## config.mk

```make
export PLATFORM = sky130hd
export DESIGN_NAME = alu_seq_8bit
export DESIGN_NICKNAME = d
export VERILOG_FILES = /design/src/rtl/alu_pkg.sv /design/src/rtl/alu_seq_8bit.sv
export SDC_FILE = /design/constraint.sdc
export NUM_CORES = 1
export LEC_CHECK = 0
export BUFFER_PORTS_ARGS = -buffer_cell sky130_fd_sc_hd__clkbuf_2
export CORE_MARGIN = 2
export CORE_UTILIZATION = 48
export CTS_BUF_LIST = sky130_fd_sc_hd__clkbuf_4 sky130_fd_sc_hd__clkbuf_8 sky130_fd_sc_hd__clkbuf_16
export CTS_CLUSTER_SIZE = 20
export DETAILED_ROUTE_END_ITERATION = 6
export GPL_TIMING_DRIVEN = 0
export PLACE_DENSITY = 0.76
export SLEW_MARGIN = 5
export SYNTH_ARGS = -nofsm -noshare
export SYNTH_HDL_FRONTEND = slang
export SYNTH_SLANG_ARGS = --single-unit
```

## constraint.sdc

```tcl
create_clock -name clk -period 2.3 [get_ports clk]
set_clock_uncertainty 0.2 [all_clocks]
set_input_delay 0.115 -clock clk [delete_from_list [all_inputs] [get_ports clk]]
set_output_delay 0.115 -clock clk [all_outputs]
set_load 0.05 [all_outputs]
```

## src/rtl/alu_pkg.sv

```systemverilog
// Shared definitions for the nibble-serial 8-bit ALU sequencer and the
// external 4-bit ALU it drives: op-code encoding and sequencer FSM states.
package alu_pkg;

    typedef enum logic [2:0] {
        OP_ADD = 3'b000,
        OP_SUB = 3'b001,
        OP_AND = 3'b010,
        OP_OR  = 3'b011,
        OP_XOR = 3'b100,
        OP_NOT = 3'b101,
        OP_INC = 3'b110,
        OP_DEC = 3'b111
    } alu_op_e;

    typedef enum logic [2:0] {
        ST_IDLE = 3'd0,
        ST_LO   = 3'd1,
        ST_HI   = 3'd2,
        ST_FIX  = 3'd3,
        ST_RESP = 3'd4
    } state_e;

    // ADD/SUB need the low-nibble carry/borrow folded into the high nibble.
    function automatic logic is_addsub(input alu_op_e op);
        return (op == OP_ADD) || (op == OP_SUB);
    endfunction

    // INC/DEC only ripple into the high nibble when the low nibble wrapped.
    function automatic logic is_incdec(input alu_op_e op);
        return (op == OP_INC) || (op == OP_DEC);
    endfunction

endpackage

```

## src/rtl/alu_seq_8bit.sv

```systemverilog
// Sequences an 8-bit operation over an external combinational 4-bit ALU:
// low nibble, high nibble, then an optional fix-up pass that applies the
// low-nibble carry/borrow to the high nibble for ADD/SUB.
module alu_seq_8bit
    import alu_pkg::*;
(
    input  logic       clk,
    input  logic       rst_n,
    input  logic       cmd_valid,
    output logic       cmd_ready,
    input  logic [2:0] cmd_op,
    input  logic [7:0] cmd_a,
    input  logic [7:0] cmd_b,
    output logic [3:0] alu_a,
    output logic [3:0] alu_b,
    output logic [2:0] alu_sel,
    input  logic [3:0] alu_result,
    input  logic       alu_carry,
    output logic       rsp_valid,
    input  logic       rsp_ready,
    output logic [7:0] rsp_data,
    output logic       rsp_carry
);

    state_e     state, state_nxt;
    alu_op_e    op_q;
    logic [7:0] a_q, b_q, data_q;
    logic       c0_q, c1_q, c2_q;
    logic       accept;

    // Carry reported with the response; logic ops never produce one.
    function automatic logic final_carry(input alu_op_e op, input logic c1, input logic c2);
        if (is_addsub(op)) return c1 | c2;
        if (is_incdec(op)) return c1;
        return 1'b0;
    endfunction

    // Handshake: ready while idle, or while a response is being consumed.
    always_comb begin
        cmd_ready = rst_n && ((state == ST_IDLE) || ((state == ST_RESP) && rsp_ready));
        accept    = cmd_valid && cmd_ready;
        rsp_valid = (state == ST_RESP);
        rsp_data  = rsp_valid ? data_q : 8'h00;
        rsp_carry = rsp_valid ? final_carry(op_q, c1_q, c2_q) : 1'b0;
    end

    // State register.
    always_ff @(posedge clk or negedge rst_n) begin
        if (!rst_n) state <= ST_IDLE;
        else        state <= state_nxt;
    end

    // Next-state logic and ALU drive for each nibble pass.
    always_comb begin
        state_nxt = state;
        alu_a     = 4'h0;
        alu_b     = 4'h0;
        alu_sel   = 3'b000;
        case (state)
            ST_IDLE: begin
                if (accept) state_nxt = ST_LO;
            end
            ST_LO: begin
                alu_a     = a_q[3:0];
                alu_b     = b_q[3:0];
                alu_sel   = op_q;
                state_nxt = ST_HI;
            end
            ST_HI: begin
                alu_a = a_q[7:4];
                if (is_incdec(op_q)) begin
                    // Without a low-nibble wrap the high nibble passes through (A+0).
                    alu_b   = 4'h0;
                    alu_sel = c0_q ? op_q : OP_ADD;
                end else begin
                    alu_b   = b_q[7:4];
                    alu_sel = op_q;
                end
                state_nxt = (is_addsub(op_q) && c0_q) ? ST_FIX : ST_RESP;
            end
            ST_FIX: begin
                alu_a     = data_q[7:4];
                alu_b     = 4'h0;
                alu_sel   = (op_q == OP_ADD) ? OP_INC : OP_DEC;
                state_nxt = ST_RESP;
            end
            ST_RESP: begin
                if (rsp_ready) state_nxt = accept ? ST_LO : ST_IDLE;
            end
            default: state_nxt = ST_IDLE;
        endcase
    end

    // Operand latch and per-pass result/carry capture.
    always_ff @(posedge clk or negedge rst_n) begin
        if (!rst_n) begin
            op_q   <= OP_ADD;
            a_q    <= 8'h00;
            b_q    <= 8'h00;
            data_q <= 8'h00;
            c0_q   <= 1'b0;
            c1_q   <= 1'b0;
            c2_q   <= 1'b0;
        end else if (accept) begin
            op_q   <= alu_op_e'(cmd_op);
            a_q    <= cmd_a;
            b_q    <= cmd_b;
            data_q <= 8'h00;
            c0_q   <= 1'b0;
            c1_q   <= 1'b0;
            c2_q   <= 1'b0;
        end else begin
            case (state)
                ST_LO: begin
                    data_q[3:0] <= alu_result;
                    c0_q        <= alu_carry;
                end
                ST_HI: begin
                    data_q[7:4] <= alu_result;
                    c1_q        <= alu_carry;
                end
                ST_FIX: begin
                    data_q[7:4] <= alu_result;
                    c2_q        <= alu_carry;
                end
                default: ;
            endcase
        end
    end

endmodule
```

# Word level (Yosys, flattened, before mapping)
# Cells that the tools add are included.
# word_totals
ff_bits	33
inputBits	28
out_inout_bits	22
word_cells	64
# op_classes
eq_ne	9
muxes	30
bitwise	1
n_reduce_logical	15
# ops
operator	n
two-way mux 1 bit	16
two-way mux 8 bit	2
two-way mux 3 bit	5
one-hot mux 3 bit (5 select lines)	1
two-way mux 4 bit	3
one-hot mux 4 bit (3 select lines)	1
== test 3 bit (second input constant)	3
one-hot mux 3 bit (3 select lines)	1
one-hot mux 4 bit (2 select lines)	1
nonzero test 2 bit	4
== test 3 x 1 -> 1 bit (second input constant)	2
== test 3 x 2 -> 1 bit (second input constant)	2
logical NOT 3 bit	2
logical AND 1 bit	4
logical OR 1 bit	3
inequality test 2 x 1 -> 1 bit (second input constant)	1
inequality test 2 bit (second input constant)	1
AND reduction 2 bit	1
OR reduction 2 bit	1
OR 1 bit	1

# Depth between registers and ports, before layout
# Gate-level depths: netlist of run 1.
# logic_depth
word_depth	8
mapped_depth	7
ltp_nobuf	3

# Worst setup path after synthesis of run 1
# Ideal clock, no wire load.
# synth_timing
path_type	flip-flop to output port
from	register op_q[2]
to	output port alu_sel[0]
arrival_ns	1.866
required_time_ns	1.985
slack_ns	0.119
path_stages_with_launch	5
path_buffers	1
path_cell_list	dfrtp_1 clkbuf_1 or2_2 a31oi_1 nor3_1
# synth_between
elab_chain_len	4
elab_cells_between_ends	7
cone_classes	eq/ne: 2; mux: 3; reduce/logical: 2
# synth_rtl
item	line	rtl
start: declaration	alu_seq_8bit.sv:26	alu_op_e op_q;
start signal: assignment	alu_seq_8bit.sv:105	op_q <= alu_op_e'(cmd_op);
== test 3 bit	alu_pkg.sv:31	return (op == OP_INC) || (op == OP_DEC);
logical OR 1 bit	alu_pkg.sv:31	
two-way mux 3 bit	alu_seq_8bit.sv:71	if (is_incdec(op_q)) begin
one-hot mux 3 bit (3 select lines) *	alu_seq_8bit.sv:59	case (state)
end: declaration	alu_seq_8bit.sv:16	output logic [2:0] alu_sel,
# Mark *: on every way between the ends. The rest lies on a longest branch, timed or not.

# Worst setup path in the final report of run 1
# layout_timing
from	register state[2]
to	output port alu_b[0]
# layout_between
elab_chain_len	2
elab_cells_between_ends	3
cone_classes	eq/ne: 2; mux: 1
# layout_rtl
item	line	rtl
start: declaration	alu_seq_8bit.sv:25	state_e state, state_nxt;
start signal: assignment	alu_seq_8bit.sv:50	else state <= state_nxt;
== test 3 x 2 -> 1 bit or == test 3 x 1 -> 1 bit (tied branches)	alu_seq_8bit.sv:59	
one-hot mux 4 bit (2 select lines) *	alu_seq_8bit.sv:59	
end: declaration	alu_seq_8bit.sv:15	output logic [3:0] alu_b,
# Marks and branches as above.

==> results of run 1 <==
state kept, by name, summed over array words and instances (netlist names):
signal	cells
a_q	8
b_q	8
data_q	8
op_q	3
state	3
c0_q	1
c1_q	1
c2_q	1
timing repair:
item / 4_1_cts / 5_1_grt
endpoints found under the hold margin: 64 / 0
setup endpoints to repair: 0 / 10
buffers inserted: 0 / 0
gates resized for setup: 0 / 4
hold buffers: 27 / 0
worst min-delay path by stage:
| stage | cells past startpoint | slack (ns) | to |
|---|---|---|---|
| global placement | 1 | 0.04 | c0_q$_DFFE_PN0P_ |
| detailed placement | 1 | 0.06 | c2_q$_DFFE_PN0P_ |
| finish | 3 | 0.18 | op_q[0]$_DFFE_PN0P_ |
| floorplan | 0 | -0.38 | a_q[0]$_DFFE_PN0P_ |
| global route | 3 | 0.20 | c2_q$_DFFE_PN0P_ |
| CTS | 3 | 0.18 | op_q[0]$_DFFE_PN0P_ |
through the flow:
| step | util [%] | setup slack (ns) | std cells | hold slack, ns |
|---|---|---|---|---|
| floorplan | - | 0.119 | 146 | -0.381 |
| global placement | 57.5 | 0.246 | 243 | 0.0402 |
| detailed placement | 57.5 | 0.195 | 243 | 0.0561 |
| CTS | 67.7 | 0.0438 | 277 | 0.182 |
| global route | 68.0 | 0.00669 | 277 | 0.202 |
| finish | 68.0 | 0.0901 | 277 | 0.180 |
layout make-up:
type,instances,area [um^2],share of cell area (%)
Multi-Input combinational cell,98,832,33.9
Sequential cell,33,826,33.7
Timing Repair Buffer,76,526,21.4
Buffer,14,116,4.74
Clock buffer,7,90.1,3.67
Tap cell,48,60.1,2.45
Inverter,1,3.75,0.153
cell usage in the layout (no fill, tap or decap), drive strengths merged, types with 3 or more instances in the layout:
| master | instances |
|---|---|
| a21oi | 5 |
| a22o | 4 |
| a22oi | 4 |
| and3 | 9 |
| buf | 10 |
| clkbuf | 61 |
| dfrtp | 33 |
| dlygate4sd3 | 26 |
| mux2 | 23 |
| mux2i | 11 |
| nand2b | 3 |
| nor2 | 18 |
| o21ai | 3 |
power breakdown:
group	internal [mW]	switching [mW]
Sequential	0.853	0.196
Combinational	0.645	0.840
Clock	0.249	0.197
cell families (layout without fill, tap and decap cells):
| kind of cell | after synthesis | in the layout | share of synthesized area [%] |
|---|---|---|---|
| AOI/OAI and AO/OA | 21 | 21 | 8.36 |
| and+or+nand+nor | 43 | 43 | 13.7 |
| buffers and inverters | 15 | 98 | 6.73 |
| muxes | 34 | 34 | 24.5 |
| DFF | 33 | 33 | 46.7 |
worst register-to-register path, cell delays in order, from the launching register on:
cell and delay, ns:
dfrtp_1 0.39, buf_6 0.15, nor2_4 0.11, and4_4 0.23, buf_6 0.12, buf_12 0.15, mux2_4 0.31
metal layers:
layer | vias to the layer above | track usage (%) | part of all wire [%]
met2 | 39 | 39.8 | 51
met1 | 703 | 27.6 | 44
met4 | 0 | 7.71 | 1.3
met3 | 6 | 6.94 | 4.2
met5 | - | 0 | 0
li1 | 680 | - | -
==> impl_metrics.toml, run 1 <==
[run_status]
status = "finished, final reports clean"

[finish]
fillers = 277
antenna_cells = 0
area_growth_syn_to_layout_pct = 38.9
nets = 257
drive_above_1_share_pct = 41.5
final_cell_area_mm2 = 0.00245

[worst_setup_path]
critPathRequiredTime_ns = 1.99
path_cells = "nand2b_1 > buf_2 > a211oi_4 > a22o_1 > clkbuf_2"
crit_slowest_cell = "dfrtp_1"
cp_num_buf_inv = 2
crit_end = "alu_b[0]"
max_stage_delay_ns = 0.40
cpLargestDelayFamily = "compound AO/OA/AOI/OAI gates"
rr_worst_depth = 6
ff2ff_setup_slack_ns = 0.53
r2r-start = "state[0]$_DFFE_PN0P_"
crit_cells = 5
critPathLaunch = "state[2]$_DFFE_PN0P_"
worstReg2RegEnd = "b_q[3]$_DFFE_PN0P_"
cp_max_fo = 8
path_class = "flip-flop to primary output"
cp-start-kind = "flip-flop"
cp_data_arrival_time_ns = 1.89
end_kind = "primary output"

[timing]
tightest_slew_ns = 0.537
final-max-slew-violation-count = 0
hold_viol = 0
relSlewSlack_pct = 63.7
finalCriticalPeriod_ns = 2.21
finalCritPeriodShare_pct = 96.1
rsz0062_at_grt = "false"
fmax_mhz = 453
fin_tns_setup_ns = 0
setup_violations = 0

[cts]
htreeDepth = 2
clk_pin_slew_ns = 0.06
clk_latency_ns = 0.29
cts_root_buf = "clkbuf_8"
cts_tree = "built"
cts_num_sinks = 33
cts_inserted_buffers = 5
clk_path_buf_depth = 2

[route]
drtIter0Drc = 108
avgRoutedWirePerCell_um = 15.5
viasPerCell = 5.16
drtAntennaViolNets = 0
dr.pass1.iters = 4
vias = 1428
wl_um = 4300
drc_errors = 0

[logic_synthesis]
ys_types = 33
synth_flop_cell = "dfrtp_1"
synth_async_sr_flop_share_pct = 100
synth_top_area_cell = "dfrtp_1"
yosys-top-cells-count = "33 x dfrtp_1, 17 x mux2_4, 17 x nor2_1, 11 x mux2i_1, 9 x and3_1"
yosys_register_bits = 33
synth_area_leaders = "dfrtp_1 47%, mux2_4 14%, mux2i_1 6.2%, mux2_2 3.8%, nor2_1 3.6%"
synth-edff-count = 0
avgSynthCellArea_um2 = 12.1
synth.most_common_cell = "dfrtp_1"
synth_cells = 146
ys_warn_count = 0
synth_area_mm2 = 0.00177
synth_nets = 174
ys_seq_area_share_pct = 46.7
synth_top_area_share_pct = 46.7

[floorplan]
fp.dieW_um = 64.7
die-area_mm2 = 0.00418
core-area_mm2 = 0.00361
die_h_um = 64.7
start_util_pct = 49.0
ios = 50
rows = 22

[grt]
grt.overflow.total = 0
grt_usage_pct = 23.1
first_global_vias = 1496
grt_start_max_net_pins = 34
antenna_found_initial = 0
grt_pass1_wl_um = 7160

[run]
drv_cap = 0

[placed_design]
dpl.hpwl_um = 2960
io_buffers = 49
dpl-instance-area_mm2 = 0.00207
gp_congestion = 0.796

[pwr]
power_mw = 2.98
ir_drop_v = 0.000618
p_per_area_mw_per_mm2 = 1210
power_leakage_nw = 1.24

[hold_path]
hold_class = "primary input to async pin"
Note: power is estimated with default switching activity, not from simulation.
==> run 2: changes to the inputs <==
- BUFFER_PORTS_ARGS: -buffer_cell sky130_fd_sc_hd__clkbuf_2 -> -buffer_cell sky130_fd_sc_hd__buf_2
- PLACE_DENSITY: 0.76 -> 0.74
- clock period: 2.3 -> 2.2 ns (I/O delays scaled with it)
==> run 2 against run 1 <==
Compared with the run above:
- clock-buffer cell count stayed put
- first-iteration DRC count shrank 11%
- critical path depth is the same
- via count is 0.91% higher
- final area increased by 0.82%
- non-clock buffer count unchanged
- setup slack better by 0.011 ns
- largest power group unchanged
==> impl_metrics.toml, run 2 (synthesis results as in run 1) <==
[route]
avgRoutedWirePerCell_um = 14.9
drtAntennaViolNets = 0
vias = 1441
wl_um = 4140
drc_errors = 0
dr.pass1.iters = 4
viasPerCell = 5.20
drtIter0Drc = 96

[worst_setup_path]
path_class = "flip-flop to primary output"
path_cells = "nand2b_1 > buf_2 > a211oi_4 > a22o_1 > clkbuf_4"
end_kind = "primary output"
cpLargestDelayFamily = "compound AO/OA/AOI/OAI gates"
max_stage_delay_ns = 0.41
cp-start-kind = "flip-flop"
cp_num_buf_inv = 2
cp_max_fo = 8
critPathRequiredTime_ns = 1.89
crit_slowest_cell = "dfrtp_1"
cp_data_arrival_time_ns = 1.79

[pwr]
power_mw = 3.11
power_leakage_nw = 1.26
p_per_area_mw_per_mm2 = 1260
ir_drop_v = 0.000714

[cts]
cts_num_sinks = 33
htreeDepth = 2
cts_root_buf = "clkbuf_8"
clk_latency_ns = 0.28
cts_inserted_buffers = 5
cts_tree = "built"
clk_pin_slew_ns = 0.06
clk_path_buf_depth = 2
postCtsSetupBuffers = 0

[grt]
grt_usage_pct = 22.4
grt_start_max_net_pins = 34
grt_pass1_wl_um = 6960
grt_use_met1_pct = 27.8
grt.overflow.total = 0
use_met2_pct = 37.9
busiest_layer = "met2"
antenna_found_initial = 0
first_global_vias = 1422
grt_util_met3_pct = 6.94

[placed_design]
gp_congestion = 0.806
post-place-ws_ns = 0.175
dpl-instance-area_mm2 = 0.00207
io_buffers = 49
dpl.hpwl_um = 2770
dpl.cell_count = 243

[hold_path]
hold_class = "primary input to async pin"

[floorplan]
ios = 50
die_h_um = 64.7
fp.dieW_um = 64.7
die-area_mm2 = 0.00418
core-area_mm2 = 0.00361
rows = 22
start_util_pct = 49.0

[finish]
final_cell_area_mm2 = 0.00247
fillers = 268
nets = 257
antenna_cells = 0
fin_util_pct = 68.6
area_growth_syn_to_layout_pct = 40.0
instances_no_fill = 277
largestRegisters = "a_q: 8 flops, b_q: 8 flops, data_q: 8 flops"
drive_above_1_share_pct = 42.4
final_common_cell = "buf_2"
mostFrequentLayoutCells = "47 x buf_2, 33 x dfrtp_1, 26 x dlygate4sd3_1, 17 x nor2_1, 17 x mux2_4"

[timing]
hold_viol = 0
fmax_mhz = 477
final-max-slew-violation-count = 0
whs_ns = 0.148
relSlewSlack_pct = 66.5
finalCritPeriodShare_pct = 95.4
finalCriticalPeriod_ns = 2.10
worst_slack_ns = 0.102
fin_tns_setup_ns = 0
setup_violations = 0
tightest_slew_ns = 0.495

[run_status]
status = "finished, final reports clean"

[run]
drv_cap = 0
[run 2: cell types whose count changed in the layout (fill, tap and decap cells not counted)]
cell / delta
buf_2: +44
buf_4: +1
clkbuf_1: -2
clkbuf_2: -47
clkbuf_4: +4
nor2b_2: -1
nor2b_4: +1
[run 2: final timing paths]
path,from,end,slack (ns),depth (start not counted)
hold / removal,rst_n,c2_q$_DFFE_PN0P_,0.15,3
setup reg to reg,state[0]$_DFFE_PN0P_,a_q[5]$_DFFE_PN0P_,0.43,6
setup / recovery,state[2]$_DFFE_PN0P_,alu_b[0],0.10,5
hold reg to reg,a_q[2]$_DFFE_PN0P_,a_q[2]$_DFFE_PN0P_,0.30,1
max in group asynchronous,rst_n,a_q[5]$_DFFE_PN0P_,1.47,3
min in group clk,cmd_valid,a_q[3]$_DFFE_PN0P_,0.22,4
[run 2: tightest hold or removal path, stage by stage]
cell and delay [ns]:
dlygate4sd3_1 0.52, buf_2 0.15, buf_12 0.21
[run 2: report_power, final]
group	switching (mW)	internal, mW	total [mW]	leakage (nW)
clock	0.197	0.260	0.457	0.0477
combinational	0.857	0.698	1.55	0.800
sequential	0.202	0.892	1.09	0.408
total	1.26	1.85	3.11	1.26
[run 2: final cells by class]
class                           instances  area [um^2]  share of cell area, %
Inverter                                1         3.75                  0.152
Buffer                                 14          119                   4.81
Sequential cell                        33          826                   33.4
Multi-Input combinational cell         98          837                   33.8
Timing Repair Buffer                   76          538                   21.8
Tap cell                               48         60.1                   2.43
Clock buffer                            7         90.1                   3.64
[run 2: routing by layer]
metal	vias to the layer above	part of all wire, %
met2	39	51
met1	721	43
li1	676	-
met5	-	0
met4	0	1.0
met3	5	4.4
[run 2: repair_timing]
action	CTS	global route
pin swaps	0	0
cloned	0	0
gates resized for setup	1	13
hold buffers	27	0
endpoints found under the setup margin	2	11
hold endpoints to repair	64	0
==> run 3: changes to the inputs <==
- CORE_UTILIZATION: 48 -> 30
- PLACE_DENSITY: 0.74 -> default
- clock period: 2.2 -> 2.17 ns (I/O delays scaled with it)
==> run 3 against run 2 <==
Compared with the run above:
- register-to-register slack lost 0.19 ns
- wire length grew 1.0%
- setup slack gained 0.013 ns
- critical path depth is the same
- first-iteration DRC count shrank 44%
- critical endpoint unchanged
- highest routed layer unchanged
==> impl_metrics.toml, run 3 (synthesis results as in run 1) <==
[run_status]
status = "finished, final reports clean"

[pwr]
comb_power_share_pct = 50.0
p_sw_share_pct = 40.8
p_per_area_mw_per_mm2 = 1260
power_mw = 3.16
ir_drop_v = 0.000502
p_int_mw = 1.87
power_leakage_nw = 1.26
power_frac_seq_pct = 34.7
switching_power_mw = 1.29
power_frac_clock_pct = 15.3

[finish]
final_common_cell = "buf_2"
mostFrequentLayoutCells = "46 x buf_2, 33 x dfrtp_1, 26 x dlygate4sd3_1, 17 x nor2_1, 17 x mux2_4"
final_cell_area_mm2 = 0.00251
drive_above_1_share_pct = 43.4
area_growth_syn_to_layout_pct = 41.9
instances_no_fill = 300
fin_util_pct = 44.7
nets = 256
largestRegisters = "a_q: 8 flops, b_q: 8 flops, data_q: 8 flops"
antenna_cells = 0

[cts]
clk_pin_slew_ns = 0.07
cts_num_sinks = 33
cts_inserted_buffers = 5
cts_tree = "built"
htreeDepth = 2
postCtsSetupBuffers = 0
clk_latency_ns = 0.28
clk_path_buf_depth = 2
cts_root_buf = "clkbuf_8"

[placed_design]
dpl.hpwl_um = 2900
gp_congestion = 0.744
dpl.cell_count = 267
io_buffers = 49
dpl-instance-area_mm2 = 0.00211
post-place-ws_ns = 0.115

[grt]
grt_start_max_net_pins = 34
grt_usage_pct = 13.8
grt_pass1_wl_um = 6710
grt.overflow.total = 0
first_global_vias = 1333
antenna_found_initial = 0

[floorplan]
die-area_mm2 = 0.00652
rows = 27
core-area_mm2 = 0.00561
fp.dieW_um = 80.7
ios = 50
start_util_pct = 31.5
die_h_um = 80.7

[timing]
rsz0062_at_grt = "false"
setup_violations = 0
fin_tns_setup_ns = 0
fmax_mhz = 486
worst_slack_ns = 0.114
finalCriticalPeriod_ns = 2.06
finalCritPeriodShare_pct = 94.7
whs_ns = 0.183
final-max-slew-violation-count = 0
tightest_slew_ns = 0.541
hold_viol = 0
relSlewSlack_pct = 63.4

[worst_setup_path]
max_stage_delay_ns = 0.41
cp_data_arrival_time_ns = 1.75
critPathRequiredTime_ns = 1.86
crit_slowest_cell = "dfrtp_1"
path_cells = "nand2b_1 > buf_2 > a211oi_4 > a22o_1 > buf_2"
critPathLaunch = "state[2]$_DFFE_PN0P_"
cpLargestDelayFamily = "compound AO/OA/AOI/OAI gates"
cp_num_buf_inv = 2
cp-start-kind = "flip-flop"
path_class = "flip-flop to primary output"
cp_max_fo = 8
end_kind = "primary output"
r2r-start = "state[0]$_DFFE_PN0P_"
path_common_cell = "buf_2"

[route]
vias = 1373
drtIter0Drc = 54
viasPerCell = 4.58
drc_errors = 0
drtAntennaViolNets = 0
avgRoutedWirePerCell_um = 13.9
dr.pass1.iters = 4
wl_um = 4180

[run]
drv_cap = 0

[hold_path]
hold_class = "primary input to async pin"
## run 3: power by group through the flow
stage,registers [mW],logic [mW],clock network [mW]
after CTS,1.10,1.58,0.496
after global placement,1.10,1.51,0
after detailed placement,1.10,1.52,0
after global routing,1.14,1.70,0.523
after floorplan,1.03,1.24,0
final,1.10,1.58,0.485
## run 3: final cells by class
| type | count | area, um^2 |
|---|---|---|
| Fill cell | 567 | 3100 |
| Multi-Input combinational cell | 98 | 842 |
| Clock buffer | 7 | 90.1 |
| Tap cell | 72 | 90.1 |
| Sequential cell | 33 | 826 |
| Timing Repair Buffer | 76 | 538 |
| Buffer | 13 | 118 |
| Inverter | 1 | 3.75 |
## run 3: what timing repair did
action,in CTS,in global routing
hold buffers,27,0
gates resized for setup,3,10
pin swaps,0,1
endpoints found under the setup margin,8,12
endpoints found under the hold margin,64,0
## run 3: routing by layer
layer  vias up  share of wire (%)  global-route usage [%]  wire length [um]
met2        29                 44                    19.7              1850
li1        683                  -                       -                 -
met4         0                1.3                    4.07                55
met5         -                  0                       0                 0
met1       655                 50                    20.7              2100
met3         6                4.2                    3.22               174
## run 3: final timing paths
path | end | slack [ns] | depth (start not counted)
max reg2reg | b_q[5]$_DFFE_PN0P_ | 0.24 | 6
max in group asynchronous | b_q[4]$_DFFE_PN0P_ | 1.40 | 3
min | data_q[0]$_DFFE_PN0P_ | 0.18 | 3
max | alu_b[0] | 0.11 | 5
min in group clk | a_q[4]$_DFFE_PN0P_ | 0.21 | 4
min reg2reg | a_q[0]$_DFFE_PN0P_ | 0.31 | 1
## run 3: tightest hold or removal path: stages
cell,delay [ns]
dlygate4sd3_1,0.52
buf_2,0.17
buf_12,0.23
